<file path="src/rtl/serial_shifter_if.sv">
// Request/result bundle for serial_shifter: the master issues start/a/b/dir,
// the slave returns d, busy and done.
interface serial_shifter_if;
  logic       start;
  logic [3:0] a;
  logic [1:0] b;
  logic       dir;
  logic [3:0] d;
  logic       busy;
  logic       done;

  modport master (output start, a, b, dir, input d, busy, done);
  modport slave  (input start, a, b, dir, output d, busy, done);
endinterface

</file>
<file path="src/rtl/serial_shifter.sv">
// Shifts a 4-bit operand one bit per cycle; done pulses b+1 edges after acceptance.
// No backpressure: start is only honoured in IDLE and ignored while busy.
module serial_shifter (
  input  logic              clk,
  input  logic              rst_n,
  serial_shifter_if.slave   bus
);

  typedef enum logic [1:0] {IDLE, SHIFT, DONE} state_t;

  state_t     state;
  logic [3:0] work;
  logic [1:0] cnt;
  logic       dir_q;
  logic [3:0] d_q;
  logic       busy_q;
  logic       done_q;
  logic [3:0] shifted;

  always_comb begin
    shifted = dir_q ? {1'b0, work[3:1]} : {work[2:0], 1'b0};
  end

  always_ff @(posedge clk or negedge rst_n) begin
    if (!rst_n) begin
      state  <= IDLE;
      work   <= 4'd0;
      cnt    <= 2'd0;
      dir_q  <= 1'b0;
      d_q    <= 4'd0;
      busy_q <= 1'b0;
      done_q <= 1'b0;
    end else begin
      case (state)
        IDLE: begin
          if (bus.start) begin
            work   <= bus.a;
            cnt    <= bus.b;
            dir_q  <= bus.dir;
            busy_q <= 1'b1;
            // A zero shift amount skips SHIFT and publishes the operand as-is.
            if (bus.b == 2'd0) begin
              state  <= DONE;
              d_q    <= bus.a;
              done_q <= 1'b1;
            end else begin
              state  <= SHIFT;
            end
          end
        end
        SHIFT: begin
          work <= shifted;
          cnt  <= cnt - 2'd1;
          if (cnt == 2'd1) begin
            state  <= DONE;
            d_q    <= shifted;
            done_q <= 1'b1;
          end
        end
        DONE: begin
          state  <= IDLE;
          busy_q <= 1'b0;
          done_q <= 1'b0;
        end
        default: begin
          state  <= IDLE;
          busy_q <= 1'b0;
          done_q <= 1'b0;
        end
      endcase
    end
  end

  assign bus.d    = d_q;
  assign bus.busy = busy_q;
  assign bus.done = done_q;

endmodule
</file>
<file path="src/flat_wrapper.sv">
// flat-port wrapper written by rule: the top's interface ports become plain ports
module serial_shifter_flat 
  (clk, rst_n, bus_start, bus_a, bus_b, bus_dir, bus_d, bus_busy, bus_done);
  serial_shifter_if bus_i ();
  input  logic clk;
  input  logic rst_n;
  input wire logic [$bits(bus_i.start)-1:0] bus_start;
  input wire logic [$bits(bus_i.a)-1:0] bus_a;
  input wire logic [$bits(bus_i.b)-1:0] bus_b;
  input wire logic [$bits(bus_i.dir)-1:0] bus_dir;
  output wire logic [$bits(bus_i.d)-1:0] bus_d;
  output wire logic [$bits(bus_i.busy)-1:0] bus_busy;
  output wire logic [$bits(bus_i.done)-1:0] bus_done;
  assign bus_i.start = bus_start;
  assign bus_i.a = bus_a;
  assign bus_i.b = bus_b;
  assign bus_i.dir = bus_dir;
  assign bus_d = bus_i.d;
  assign bus_busy = bus_i.busy;
  assign bus_done = bus_i.done;
  serial_shifter u_core (.clk(clk), .rst_n(rst_n), .bus(bus_i));
endmodule
</file>
<file path="config.mk">
export PLATFORM = sky130hd
export DESIGN_NAME = serial_shifter_flat
export DESIGN_NICKNAME = d
export VERILOG_FILES = /design/src/rtl/serial_shifter_if.sv /design/src/rtl/serial_shifter.sv /design/src/flat_wrapper.sv
export SDC_FILE = /design/constraint.sdc
export NUM_CORES = 1
export LEC_CHECK = 0
export CAP_MARGIN = 0
export CELL_PAD_IN_SITES_DETAIL_PLACEMENT = 1
export CELL_PAD_IN_SITES_GLOBAL_PLACEMENT = 1
export CORE_ASPECT_RATIO = 0.9
export CORE_MARGIN = 2
export CORE_UTILIZATION = 37
export DETAILED_ROUTE_END_ITERATION = 16
export PLACE_DENSITY = 0.78
export SYNTH_ARGS = -nofsm -noshare
export SYNTH_HDL_FRONTEND = slang
export SYNTH_SLANG_ARGS = --single-unit
export TNS_END_PERCENT = 1
</file>
<file path="constraint.sdc">
create_clock -name clk -period 1.6 [get_ports clk]
set_input_delay 0.16 -clock clk [delete_from_list [all_inputs] [get_ports clk]]
set_output_delay 0.16 -clock clk [all_outputs]
set_load 0.05 [all_outputs]
</file>
==> results.cfg <==
[run_status]
run_status = complete, no violations

[timing]
rsz0062_at_grt = no
final_hold_viol_count = 0
skew_ns = 0.00258
fmax_mhz = 693
min_period_over_period_pct = 90.2
finalSetupViolations = 0
tightest_slew_ns = 0.378
finalCriticalPeriod_ns = 1.44
relSlewSlack_pct = 74.8
maxSlewViolCount = 0
finalWorstSetupSlack_ns = 0.157
tns_ns = 0

[die]
core.rowCount = 15
initial_utilization_pct = 39.1
fp.dieW_um = 51.2
die_area_mm2 = 0.00238
fp.dieH_um = 46.4
ios = 16
core_mm2 = 0.00190

[layout]
final_util_pct = 50.1
n_antenna_cell = 0
drive_gt1_share_pct = 17.6
syn_to_final_growth_pct = 28.2
fin_cells = 116
nets = 103

[routing]
routed_wl_um = 1720
drc = 0
dr.pass1.iters = 2
ant_nets = 0
drt-vias-per-instance = 5.34
wl_per_cell_um = 14.8
dr_total_vias = 620
drt-initial-drc-count = 8

[clock_tree]
cts_tree = yes
clkLatencyLatePin_ns = 0.28
clock-root-buffer = clkbuf_4
cts_setup_buffers = 0
cts_buffer_depth = 2
numCtsBuffers = 3
htreeDepth = 1
hold_buffers = 0
cts_resized = 0
cts.clk_slew.worst_paths_ns = 0.08
clkSinkCount = 15

[synth]
postSynthNetCount = 82
synth_seq_cells = 15
synth.distinct_cells = 27
ys_top_cells_by_area = dfrtp_1 51%, nor2_1 4.1%, o22a_1 3.5%
syn-instance-count = 71
ys_warn_count = 0
seq_area_frac_synth_pct = 50.7
yosysTopAreaCellShare_pct = 50.7
syn_area_per_cell_um2 = 10.4
synth_top_area_cell = dfrtp_1
netlist_area_um2 = 741

[pwr]
p_per_area_mw_per_mm2 = 2110
p_seq_share_pct = 37.2
pwr-share-clk_pct = 10.6
p_total_mw = 2.01
switching_share_pct = 45.4
p_leak_nw = 0.407
p_comb_share_pct = 52.2
power.internal_mw = 1.10
p_switching_mw = 0.911
peakVddDrop_v = 0.00108

[worst_setup_path]
critPathArrivalTime_ns = 1.61
path_max_fanout = 4
endpoint_kind = register
r2r_setup_slack_ns = 0.16
cp-start-kind = register
crit_start = u_core.cnt[0]
setup.worst_path.class = register to register
r2r_start = u_core.cnt[0]
required_ns = 1.77
rr_endpoint = u_core.bus.d[3]
ff2ff_path_depth = 5

[placed_design]
gp_congestion = 0.773
portBuffers = 15
place_ws_ns = 0.0428
hpwl_um = 1340
dp.cells = 112

[grt]
grt_pass1_vias = 622
antenna_found_initial = 0
grt_overflow_total = 0
grt_max_degree = 16
grt_use_total_pct = 17.7
grt_pass1_wl_um = 2880

[job]
drv_cap = 0

[min_path]
hold_class = input pin to asynchronous set/reset pin
[worst max-delay path, stage by stage (launching register included)]
cell	delay, ns
dfrtp_1	0.41
ha_1	0.25
and3b_1	0.22
a21oi_2	0.17
inv_2	0.06
o221a_1	0.22
[per-stage QoR]
step / area [um2] / hold slack (ns)
2_1_floorplan: 741 / -0.136
3_3_place_gp: 923 / 0.475
3_5_place_dp: 923 / 0.473
4_1_cts: 950 / 0.181
5_1_grt: 950 / 0.188
6_report: 950 / 0.187
[sequential cells by signal, indices dropped and copies added, names as in the netlist]
register,flops
u_core.dir_q,1
u_core.bus.busy,1
u_core.bus.d,4
u_core.work,4
u_core.bus.done,1
u_core.cnt,2
u_core.state,2
[cell families after synthesis]
logic type / synth area share (%)
compound gates: 23.0
fa+ha+maj: 1.69
buf+inv: 3.38
flops: 50.7
mux: 2.70
simple gates: 18.6
[Yosys cell counts]
master and count:
a21o_1 1, and2_1 1, a21oi_2 1, inv_2 1
a32oi_1 2, nand2_1 6, nor3b_4 1, o22ai_1 1
ha_1 1, clkbuf_1 1, nand3b_1 1, o22a_1 3
nor2b_1 1, a221o_1 2, o21bai_1 1, nand2b_1 1
buf_2 2, o221a_1 2, nor2_1 8, a221oi_1 1
o21ai_0 4, mux2i_1 2, and3b_1 2, dfrtp_1 15
inv_1 2, nor3b_1 3, a21oi_1 5
[routing by layer]
metal  global-route usage, %  part of all wire [%]  routed length [um]
met5                       0                     0                   0
met4                    6.49                  0.70                  12
met3                    7.47                   6.0                 103
met2                    28.6                    47                 811
met1                    21.3                    46                 792
[final cells by class]
cell class              instances  area (um2)
repair buffers                 19         165
flip-flops and latches         15         375
clock buffers                   4        26.3
inverters                       3        11.3
well taps                      25        31.3
fillers                       222         946
multi-input cells              50         340
[how the worst max path moves through the flow]
stage	endpoint	slack, ns
after global routing	u_core.bus.d[3]	0.04
after floorplan	u_core.bus.d[0]	0.28
after CTS	u_core.bus.d[0]	0.13
after detailed placement	u_core.bus.d[2]	0.04
final	u_core.bus.d[3]	0.16
after global placement	u_core.bus.d[2]	0.08
[cell usage in the layout (no fill, tap or decap), drive strengths merged, types with 3 or more instances in the layout]
cell type,netlist,layout
o22a,3,3
nor3b,4,4
o21ai,4,4
clkbuf,1,4
nand2,6,6
a21oi,6,6
clkdlybuf4s50,0,9
dfrtp,15,15
buf,2,10
nor2,8,8
inv,3,3
[power by group through the flow]
stage / clock [mW] / sequential, mW / combinational, mW
2_1_floorplan: 0 / 0.944 / 0.542
3_3_place_gp: 0 / 0.745 / 1.03
3_5_place_dp: 0 / 0.751 / 1.06
4_1_cts: 0.228 / 0.750 / 1.06
5_1_grt: 0.245 / 0.773 / 1.14
6_report: 0.212 / 0.747 / 1.05
Power figures use the tool's default switching activity.
